### config.mk
export PLATFORM = sky130hd
export DESIGN_NAME = controlador_jogo
export DESIGN_NICKNAME = d
export VERILOG_FILES = /design/src/rtl/controlador_jogo.sv
export SDC_FILE = /design/constraint.sdc
export NUM_CORES = 1
export LEC_CHECK = 0
export BUFFER_PORTS_ARGS = -buffer_cell sky130_fd_sc_hd__buf_2
export CAP_MARGIN = 20
export CORE_MARGIN = 10
export CORE_UTILIZATION = 51
export CTS_CLUSTER_SIZE = 16
export DETAILED_ROUTE_END_ITERATION = 6
export HOLD_SLACK_MARGIN = 0.05
export PLACE_DENSITY = 0.75
export SETUP_SLACK_MARGIN = 0.5
export SLEW_MARGIN = 20
export SYNTH_ARGS = -nofsm -noshare
export SYNTH_HDL_FRONTEND = slang
export SYNTH_SLANG_ARGS = --single-unit
### constraint.sdc
create_clock -name clock -period 1.9 [get_ports clock]
set_input_delay 0.095 -clock clock [delete_from_list [all_inputs] [get_ports clock]]
set_output_delay 0.095 -clock clock [all_outputs]
set_load 0.01 [all_outputs]
### src/rtl/controlador_jogo.sv
// Battleship game-flow controller: conditions push-buttons, runs the mode FSM and the fire/result handshake.
// Optional CONTROLADOR_DEBOUNCE_EN inserts a DEB_CICLOS stability filter between synchronizer and edge detector.
`timescale 1ns/1ps
module controlador_jogo #(
    parameter int MAX_COORD    = 4,
    parameter int NUM_MAPAS    = 4,
    parameter int MAX_TIROS    = 15,
    parameter int ALVOS        = 9,
    parameter int RESP_TIMEOUT = 15,
    parameter int DEB_CICLOS   = 1000
) (
    input  logic       clock,
    input  logic       reset_n,
    input  logic       botao_liga,
    input  logic       botao_confirma,
    input  logic       botao_avanca,
    input  logic       botao_campo,
    input  logic       resultado_valido,
    input  logic       acerto,
    output logic       ATAQUE,
    output logic       PREPARACAO,
    output logic       DESLIGADO,
    output logic [2:0] coordColuna,
    output logic [2:0] coordLinha,
    output logic [2:0] mapa,
    output logic       campoSel,
    output logic       disparo,
    output logic       fim,
    output logic       vitoria,
    output logic [3:0] tiros,
    output logic [3:0] acertos
);
    localparam logic [2:0]    COORD_LAST = 3'(MAX_COORD);
    localparam logic [2:0]    MAPA_LAST  = 3'(NUM_MAPAS - 1);
    localparam logic [3:0]    TIROS_LIM  = 4'(MAX_TIROS);
    localparam logic [3:0]    ALVOS_LIM  = 4'(ALVOS);
    localparam int            TW         = $clog2(RESP_TIMEOUT + 1);
    localparam logic [TW-1:0] T_LAST     = TW'(RESP_TIMEOUT - 1);

    if (MAX_COORD > 7 || NUM_MAPAS < 1 || NUM_MAPAS > 8 || MAX_TIROS > 15 || ALVOS > 15 ||
        RESP_TIMEOUT < 1 || DEB_CICLOS < 1) begin : g_param_check
        $error("controlador_jogo: parameter out of range");
    end

    typedef enum logic [2:0] {
        S_DESLIGADO, S_PREPARACAO, S_ATAQUE, S_AGUARDA, S_FIM
    } estado_t;

    // Button bit order: 0 liga, 1 confirma, 2 avanca, 3 campo
    logic [3:0] btn_raw, sync1, sync2, lvl, lvl_prev, pulso;
    assign btn_raw = {botao_campo, botao_avanca, botao_confirma, botao_liga};

    always_ff @(posedge clock or negedge reset_n) begin
        if (!reset_n) begin
            sync1    <= '0;
            sync2    <= '0;
            lvl_prev <= '0;
            pulso    <= '0;
        end else begin
            sync1    <= btn_raw;
            sync2    <= sync1;
            lvl_prev <= lvl;
            pulso    <= lvl & ~lvl_prev;
        end
    end

`ifdef CONTROLADOR_DEBOUNCE_EN
    localparam int            DW       = $clog2(DEB_CICLOS + 1);
    localparam logic [DW-1:0] DEB_LAST = DW'(DEB_CICLOS - 1);
    logic [3:0]    deb;
    logic [DW-1:0] deb_cnt [4];

    always_ff @(posedge clock or negedge reset_n) begin
        if (!reset_n) begin
            deb <= '0;
            for (int i = 0; i < 4; i++) deb_cnt[i] <= '0;
        end else begin
            for (int i = 0; i < 4; i++) begin
                if (sync2[i] == deb[i]) begin
                    deb_cnt[i] <= '0;
                end else if (deb_cnt[i] == DEB_LAST) begin
                    deb[i]     <= sync2[i];
                    deb_cnt[i] <= '0;
                end else begin
                    deb_cnt[i] <= deb_cnt[i] + DW'(1);
                end
            end
        end
    end
    assign lvl = deb;
`else
    assign lvl = sync2;
`endif

    logic p_liga, p_conf, p_av, p_campo;
    assign {p_campo, p_av, p_conf, p_liga} = pulso;

    estado_t       estado, estado_nxt;
    logic [2:0]    coluna_nxt, linha_nxt, mapa_nxt;
    logic          campo_nxt, campo_ef, vitoria_nxt, disparo_nxt;
    logic [3:0]    tiros_nxt, acertos_nxt, tiros_inc, acertos_inc, acertos_pos;
    logic [TW-1:0] tempo, tempo_nxt;

    assign tiros_inc   = (tiros == 4'd15) ? 4'd15 : tiros + 4'd1;
    assign acertos_inc = (acertos == 4'd15) ? 4'd15 : acertos + 4'd1;
    assign acertos_pos = (resultado_valido && acerto) ? acertos_inc : acertos;

    function automatic logic [2:0] inc_coord(input logic [2:0] v);
        return (v == COORD_LAST) ? 3'd0 : v + 3'd1;
    endfunction

    always_comb begin
        estado_nxt  = estado;
        coluna_nxt  = coordColuna;
        linha_nxt   = coordLinha;
        mapa_nxt    = mapa;
        campo_nxt   = campoSel;
        tiros_nxt   = tiros;
        acertos_nxt = acertos;
        vitoria_nxt = vitoria;
        disparo_nxt = 1'b0;
        tempo_nxt   = tempo;
        campo_ef    = campoSel ^ p_campo;
        if (p_liga && estado != S_DESLIGADO) begin
            estado_nxt  = S_DESLIGADO;
            coluna_nxt  = '0;
            linha_nxt   = '0;
            mapa_nxt    = '0;
            campo_nxt   = 1'b0;
            tiros_nxt   = '0;
            acertos_nxt = '0;
            vitoria_nxt = 1'b0;
            tempo_nxt   = '0;
        end else begin
            case (estado)
                S_DESLIGADO: if (p_liga) estado_nxt = S_PREPARACAO;
                S_PREPARACAO: begin
                    if (p_conf) begin
                        estado_nxt  = S_ATAQUE;
                        coluna_nxt  = '0;
                        linha_nxt   = '0;
                        campo_nxt   = 1'b0;
                        tiros_nxt   = '0;
                        acertos_nxt = '0;
                    end else if (p_av) begin
                        mapa_nxt = (mapa == MAPA_LAST) ? 3'd0 : mapa + 3'd1;
                    end
                end
                S_ATAQUE: begin
                    if (p_conf) begin
                        estado_nxt  = S_AGUARDA;
                        disparo_nxt = 1'b1;
                        tempo_nxt   = '0;
                    end else begin
                        // avanca acts on the field selected after a same-cycle campo toggle
                        campo_nxt = campo_ef;
                        if (p_av && campo_ef)  linha_nxt  = inc_coord(coordLinha);
                        if (p_av && !campo_ef) coluna_nxt = inc_coord(coordColuna);
                    end
                end
                S_AGUARDA: begin
                    if (resultado_valido || tempo == T_LAST) begin
                        tiros_nxt   = tiros_inc;
                        acertos_nxt = acertos_pos;
                        if (acertos_pos >= ALVOS_LIM) begin
                            estado_nxt  = S_FIM;
                            vitoria_nxt = 1'b1;
                        end else if (tiros_inc >= TIROS_LIM) begin
                            estado_nxt  = S_FIM;
                            vitoria_nxt = 1'b0;
                        end else begin
                            estado_nxt = S_ATAQUE;
                        end
                    end else begin
                        tempo_nxt = tempo + TW'(1);
                    end
                end
                S_FIM: begin
                    if (p_conf) begin
                        estado_nxt  = S_PREPARACAO;
                        tiros_nxt   = '0;
                        acertos_nxt = '0;
                        vitoria_nxt = 1'b0;
                    end
                end
                default: estado_nxt = S_DESLIGADO;
            endcase
        end
    end

    // Mode lines are registered from the next state so they never glitch on decode.
    always_ff @(posedge clock or negedge reset_n) begin
        if (!reset_n) begin
            estado      <= S_DESLIGADO;
            coordColuna <= '0;
            coordLinha  <= '0;
            mapa        <= '0;
            campoSel    <= 1'b0;
            tiros       <= '0;
            acertos     <= '0;
            vitoria     <= 1'b0;
            disparo     <= 1'b0;
            tempo       <= '0;
            ATAQUE      <= 1'b0;
            PREPARACAO  <= 1'b0;
            DESLIGADO   <= 1'b1;
            fim         <= 1'b0;
        end else begin
            estado      <= estado_nxt;
            coordColuna <= coluna_nxt;
            coordLinha  <= linha_nxt;
            mapa        <= mapa_nxt;
            campoSel    <= campo_nxt;
            tiros       <= tiros_nxt;
            acertos     <= acertos_nxt;
            vitoria     <= vitoria_nxt;
            disparo     <= disparo_nxt;
            tempo       <= tempo_nxt;
            ATAQUE      <= (estado_nxt == S_ATAQUE) || (estado_nxt == S_AGUARDA);
            PREPARACAO  <= (estado_nxt == S_PREPARACAO);
            DESLIGADO   <= (estado_nxt == S_DESLIGADO);
            fim         <= (estado_nxt == S_FIM);
        end
    end
endmodule

Word-level counts from Yosys, hierarchy flattened --
Cells that the tools add are included. W data, S select, Z words.
Word-level totals: register bits 47, input bits 8, logic and storage cells 128
Operators by class: add/subtract/negate cells 6, $lt $le $gt $ge 2, equality and inequality tests 25, muxes and demuxes 50, bitwise gates (word level) 3, reduce and logical (&&, ||, !) cells 24
Operators with widths (number):
- $mux W3 | 22
- $mux W4 | 10
- $ne A3 B3 Y1 const B | 8
- $pmux W4 S2 | 3
- $eq A3 B2 Y1 const B | 5
- $pmux W3 S5 | 1
- $reduce_bool A3 Y1 | 5
- $add A4 B1 Y4 const B | 3
- $eq A3 B3 Y1 const B | 4
- $eq A4 B4 Y1 const B | 3
- $pmux W3 S2 | 2
- $reduce_and A3 Y1 | 4
- $reduce_and A4 Y1 | 3
- $mux W1 | 10
- $add A3 B1 Y3 const B | 3
- $ge A4 B4 Y1 const B | 2
- $eq A3 B1 Y1 const B | 2
- $logic_not A3 Y1 | 2
- $and A4 B4 Y4 | 1
- $logic_and A1 B1 Y1 | 4
- $ne A4 B4 Y1 const B | 1
- $not A4 Y4 | 1
- $pmux W1 S2 | 2
- $reduce_bool A2 Y1 | 2
- other kinds (6) | 7

Logic depth before layout (Yosys ltp) --
Gate-level depths: netlist (run 1).
depth after elaboration 10, depth in mapped cells 8

Least setup slack after synthesis (run 1) --
No wires, ideal clock.
path kind flip-flop to flip-flop, start point register tempo[0], end point register acertos[1], library setup time 125 ps, arrival time 1818 ps, slack -43 ps, stages on the path, launching flop included 8, buffers on the path 1, clock period less this slack 1943 ps, cells stage by stage dfrtp_1 -> inv_1 -> ha_1 -> a31oi_2 -> a2111o_1 -> a21oi_2 -> buf_6 -> mux2_2
Between the ends: cells in the longest elaborated chain, start to end 4
RTL lines:
- from (decl) | RTL line 102 | logic [TW-1:0] tempo, tempo_nxt;
- from (signal assigned) | RTL line 218 | tempo <= tempo_nxt;
- $eq A4 B4 Y1 | RTL line 162 | if (resultado_valido || tempo == T_LAST) begin
- $logic_or A1 B1 Y1 | RTL line 162
- $ne A3 B3 Y1 (no line)
- $reduce_and A3 Y1 (no line)
- to (signal assigned) | RTL line 215 | acertos <= acertos_nxt;
- to (decl) | RTL line 31 | output logic [3:0] acertos
Every way passes these cells. A chain may end at the register's enable or synchronous reset.

Final worst setup path (run 1) --
start point register tempo[0], end point register tiros[1]
Between the ends: cells in the longest elaborated chain, start to end 4
RTL lines:
- $eq A4 B4 Y1 | RTL line 162
- $logic_or A1 B1 Y1 | RTL line 162
- $ne A3 B3 Y1 (no line)
- $reduce_and A3 Y1 (no line)
- to (signal assigned) | RTL line 214 | tiros <= tiros_nxt;
- to (decl) | RTL line 30 | output logic [3:0] tiros,
Every way passes these cells.

==> metrics.txt, run 1 <==
endpoints failing hold 0; CTS buffer count 5; final setup violation count 5; Sinks on Clock Net 47; static leakage 1.580 nW; Mapped Cells 233; die footprint 7755 sq um; number of remaining DRC errors 0; flops & latches, synth 47; Max Fanout on Critical Path 5; Port Buffers 31; Global Route Usage Sum 15.90%; drt via density 5.989; reg-to-reg slack, setup -0.03 ns; failing checks negative setup slack; Clock Tree Root clkbuf_8; HP Class in2async; H-tree lvl count 2; Die Y 88.06 um; Tcrit/Tclk final 101.8%; Critical Path Sink Type flop; syn_nets 250; fin crit period 1.935 ns; CTS tree yes; FF-to-FF Start tempo[0]; fin cells 368; Power Total 4.416 mW; Pins Over Slew Limit 0; Worst Setup Path Type reg2reg; Overflow after GRT 0; Ports 32; fin nets 332; Power Dens Cells 1279 nW/um^2; Routed Antenna Nets 0; most area-consuming cells after synthesis dfrtp_1 49%, ha_1 4.8%, a21oi_1 3.8%, o21ai_0 3.4%, nor2_1 3.3%; mapped cell area 2362 sq um; Final HPWL DP 3.555 mm; async set-reset flop share out of synthesis 100.0%; Post-Syn Area per Cell 10.14 sq um; initial core utilization 53.51%; r2r worst-path depth 7; row cnt 24; post-synthesis sequential area ratio 49.84%; WHS 0.1220 ns; largest net degree at the start of global routing 44; max_cap viols 0; pre-CTS WS 0.02456 ns; maximum root-to-sink buffer count 2; Via Count 2,204; Final Wtd Congestion 0.8822; Clk Latency, worst-skew pair 0.31 ns; status finished, violations left; Worst Path Arrival 2.14 ns; layout cell share with drive strength beyond 1 48.73%; leading area contributor after synthesis dfrtp_1; Synth top area share 48.73%; Slew Limit Headroom 71.29%; die width 88.06 um; starting DRC count in detailed routing 138; Worst Tran Pin Value 0.4291 ns; ys flop type dfrtp_1; vias in the first global route 2,113; Ant. Diodes 0; first-pass iteration count of the detailed router 4; critical path required time 2.10 ns; synth unique cells 51; Area Growth Syn to Fin 46.19%; WL final 6.802 mm; placed cell count 323; RSZ-0062 raised after global routing yes; Post-synth EDFFs 0; wire length per cell 18.48 um; Reg clk slew, reported paths 0.10 ns; first-pass GRT wire length 9.873 mm; initial antenna violation count 0; fin worst setup slack -0.03474 ns; top achievable clock speed 516.9 MHz; CP startpoint kind flop; VDD IR max 0.0008256 V; clk_skew 0.01772 ns; yosys warns 0; core area 4414 sq um; FF-to-FF End tiros[1]
==> cells by family after synthesis <==
| logic type | count (synthesis) | share of synthesized area [%] |
|---|---|---|
| AND/OR/NAND/NOR | 81 | 17.16 |
| AO/OA/AOI/OAI | 65 | 18.22 |
| flip-flops | 47 | 49.84 |
| buffers and inverters | 20 | 5.137 |
| multiplexers | 10 | 4.502 |
| adder cells (fa/ha/maj) | 9 | 4.767 |
| XOR/XNOR | 1 | 0.3708 |
==> registers in the layout, summed over array words and instances, names as in the netlist <==
| register | count |
|---|---|
| campoSel | 1 |
| mapa | 3 |
| tiros | 4 |
| DESLIGADO | 1 |
| lvl_prev | 4 |
| sync1 | 4 |
| fim | 1 |
| disparo | 1 |
| PREPARACAO | 1 |
| lvl | 4 |
| acertos | 4 |
| coordLinha | 3 |
| estado | 3 |
| pulso | 4 |
| ATAQUE | 1 |
| vitoria | 1 |
| coordColuna | 3 |
| tempo | 4 |
==> how the worst max path moves through the flow <==
stage	endpoint	from	cells past startpoint	slack, ns
finish	tiros[1]	tempo[0]	7	-0.03
global route	acertos[0]	tempo[0]	7	-0.07
CTS	tiros[1]	tempo[0]	7	0.009
detailed placement	acertos[0]	tempo[0]	7	0.02
global placement	acertos[0]	tempo[0]	7	0.06
floorplan	acertos[1]	tempo[0]	7	0.04
==> worst max-delay path, stage by stage (launching register included) <==
cell,delay (ns)
dfrtp_1,0.40
inv_1,0.06
ha_2,0.20
a31oi_4,0.09
a2111o_1,0.41
a21oi_2,0.20
buf_6,0.16
mux2_4,0.30
==> timing repair <==
item / in CTS / in global routing
resized for setup: 37 / 29
buffers inserted: 22 / 10
pin swaps: 17 / 13
endpoints found under the hold margin: 50 / 0
hold buffers: 5 / 0
endpoints found under the setup margin: 29 / 30
==> through the flow <==
step / cell area [sq um] / util [%] / setup TNS [ns]
finish: 3453 / 78.23 / -0.1253
global placement: 2738 / 62.02 / 0
detailed placement: 2738 / 62.02 / 0
CTS: 3241 / 73.41 / 0
global route: 3453 / 78.23 / -0.3372
floorplan: 2475 / - / 0
==> power breakdown <==
group	switching (mW)	internal (mW)
combinational	1.11	1.03
sequential	0.202	1.18
clock	0.357	0.534
==> metal layers <==
| layer | wire length [um] | vias up | GRT usage, % |
|---|---|---|---|
| li1 | - | 1005 | - |
| met1 | 2703 | 1076 | 19.34 |
| met2 | 3458 | 97 | 26.92 |
| met3 | 391 | 26 | 3.528 |
| met4 | 248 | 0 | 5.849 |
| met5 | 0 | - | 0 |
==> cell usage after synthesis (2+ instances only) <==
cell      instances
nand2b_1          2
a31oi_1           3
buf_6             2
nor2b_1           4
o21a_1            2
dfrtp_1          46
and3_1            3
nor2_1           21
inv_1            11
or3_1             2
o22ai_1           2
a21oi_1          18
a21oi_2           2
a31o_2            2
mux2_2            5
o31ai_1           5
nor4_1            2
o21ai_0          16
nand2_1          16
nor3b_1           2
clkbuf_8          3
nand3_1          13
ha_1              9
nand4_1           4
clkbuf_1          3
nor3_1            6
mux2i_1           5
==> placed cells by master, fill, tap and decap left out, types with 4 or more instances in the layout <==
cell / synthesis / routed
buf_6: 2 / 8
nand3_2: 0 / 4
nand2_1: 16 / 15
a21oi_1: 18 / 11
mux2_4: 0 / 5
buf_2: 1 / 31
buf_4: 0 / 39
o21ai_0: 16 / 9
ha_1: 9 / 6
nand4_1: 4 / 4
mux2i_1: 5 / 4
nor2b_1: 4 / 4
dfrtp_1: 46 / 41
nand3_1: 13 / 8
nor3_1: 6 / 4
clkbuf_8: 3 / 5
inv_1: 11 / 10
dlygate4sd3_1: 0 / 5
a21oi_2: 2 / 8
dfrtp_2: 0 / 5
nor2_1: 21 / 17
==> cell type report <==
cell class	count	area, sq um
clock inverter	3	71.32
timing repair buffer	84	608.1
tap	52	65.06
sequential	47	1184
clock buffer	5	68.82
fill	254	960.9
inverter	11	43.79
multi-input combinational	166	1413
No activity file was read; power rests on OpenSTA's default activity.
==> inputs of run 2 (changes only) <==
--- a/config.mk
+++ b/config.mk
@@ -9,6 +9,7 @@
 export CAP_MARGIN = 20
 export CORE_MARGIN = 10
 export CORE_UTILIZATION = 51
+export CTS_BUF_LIST = sky130_fd_sc_hd__clkbuf_16
 export CTS_CLUSTER_SIZE = 16
 export DETAILED_ROUTE_END_ITERATION = 6
 export HOLD_SLACK_MARGIN = 0.05
==> constraint.sdc (replaced) <==
create_clock -name clock -period 1.9 [get_ports clock]
set_input_delay 0.095 -clock clock [delete_from_list [all_inputs] [get_ports clock]]
set_output_delay 0.095 -clock clock [all_outputs]
set_load 0.02 [all_outputs]
==> metrics.txt, run 2 (same netlist as run 1, synthesis figures left out) <==
wire length per cell 17.61 um; core area 4414 sq um; max_cap viols 0; Slew Limit Headroom 71.54%; Max Fanout on Critical Path 4; largest net degree at the start of global routing 32; static leakage 1.543 nW; final setup violation count 2; endpoints failing hold 0; Final HPWL DP 3.678 mm; critical path required time 2.12 ns; Power Total 4.333 mW; first-pass iteration count of the detailed router 4; Clock Tree Root clkbuf_16; Final Wtd Congestion 0.8625; fin crit period 1.971 ns; Tcrit/Tclk final 103.7%; Sinks on Clock Net 47; most frequent cells in the layout 42 x dfrtp_1, 32 x buf_4, 31 x buf_2, 18 x nor2_1, 15 x nand2_1; Port Buffers 31; most common cell after layout, fill and taps aside dfrtp_1; initial core utilization 53.51%; CP startpoint kind flop; met2 WL post-DR 3.164 mm; vias in the first global route 2,075; first-pass GRT wire length 9.280 mm; fillcell total 256; initial antenna violation count 0; Via Count 2,162; crit path from tempo[0]; VDD IR max 0.001039 V; highest metal used met4; starting DRC count in detailed routing 150; Critical Path Sink Type flop; die width 88.06 um; Global Route Usage Sum 14.51%; WL final 6.359 mm; DRT met1 WL 2.704 mm; Pins Over Slew Limit 0; Area Growth Syn to Fin 42.90%; Worst Path Arrival 2.20 ns; status finished, violations left; routed wl met3 351 um; HP Class in2reg; Worst Tran Pin Value 0.4269 ns; Die Y 88.06 um; Ports 32; Clk Latency, worst-skew pair 0.29 ns; RSZ-0062 raised after global routing yes; layout cell share with drive strength beyond 1 44.66%; pre-CTS WS 0.04977 ns; number of remaining DRC errors 0; failing checks negative setup slack; die footprint 7755 sq um; drt via density 5.989; maximum root-to-sink buffer count 2; row cnt 24; H-tree lvl count 2; Power Dens Cells 1283 nW/um^2; Final Util 76.47%; Overflow after GRT 0; fin nets 325; CTS buffer count 5; Reg clk slew, reported paths 0.06 ns; fin worst setup slack -0.07062 ns; hold path startpoint resultado_valido; WHS 0.2469 ns; clk_skew 0.003336 ns; Worst Setup Path Type reg2reg; Ant. Diodes 0; FF-to-FF Start tempo[0]; top achievable clock speed 507.5 MHz; CTS tree yes; Routed Antenna Nets 0
==> run 2: timing repair <==
action                                 CTS  global route
hold buffers                             5             0
setup endpoints to repair               29            29
pin swaps                               13            13
setup buffers                           14            10
gates resized for setup                 33            33
endpoints found under the hold margin   19             0
==> run 2: critical path: stages, from the launching register on <==
cell and delay, ns:
dfrtp_1 0.37, inv_1 0.06, ha_2 0.20, buf_4 0.13, buf_4 0.12, a31o_4 0.24, a311oi_2 0.27, a21oi_1 0.08
o21ai_1 0.24, o31a_1 0.19
==> run 2: metal layers <==
layer	vias up	track usage (%)
met3	25	3.343
met4	0	5.563
met5	-	0
met1	1062	18.05
li1	994	-
met2	81	23.88
==> run 2: final cells by class <==
cell class	instances	area, sq um	share of cell area, %
Tap cell	52	65.06	1.927
Sequential cell	47	1182	35.03
Inverter	11	41.29	1.223
Multi-Input combinational cell	166	1373	40.66
Timing Repair Buffer	77	564.3	16.72
Clock buffer	5	125.1	3.706
Clock inverter	3	25.02	0.7413
==> run 2: final timing paths <==
check	endpoint	slack (ns)	cells after the start
setup / recovery	PREPARACAO	-0.07	9
hold / removal	tempo[2]	0.25	4
setup reg to reg	PREPARACAO	-0.07	9
hold reg to reg	lvl[1]	0.35	0
max in group asynchronous	pulso[0]	1.12	3
min in group asynchronous	acertos[0]	0.27	2
==> run 2: metrics by stage <==
stage,std cells,cell area (sq um),setup TNS [ns]
final,361,3376,-0.1065
after global routing,361,3376,-0.4367
after CTS,351,3142,0
after detailed placement,324,2699,0
after global placement,324,2699,0
after floorplan,233,2429,0
==> run 2: power breakdown <==
| group | switching, mW | total (mW) | internal [mW] |
|---|---|---|---|
| clock network | 0.395 | 0.892 | 0.497 |
| logic | 1.13 | 2.08 | 0.951 |
| registers | 0.176 | 1.36 | 1.18 |
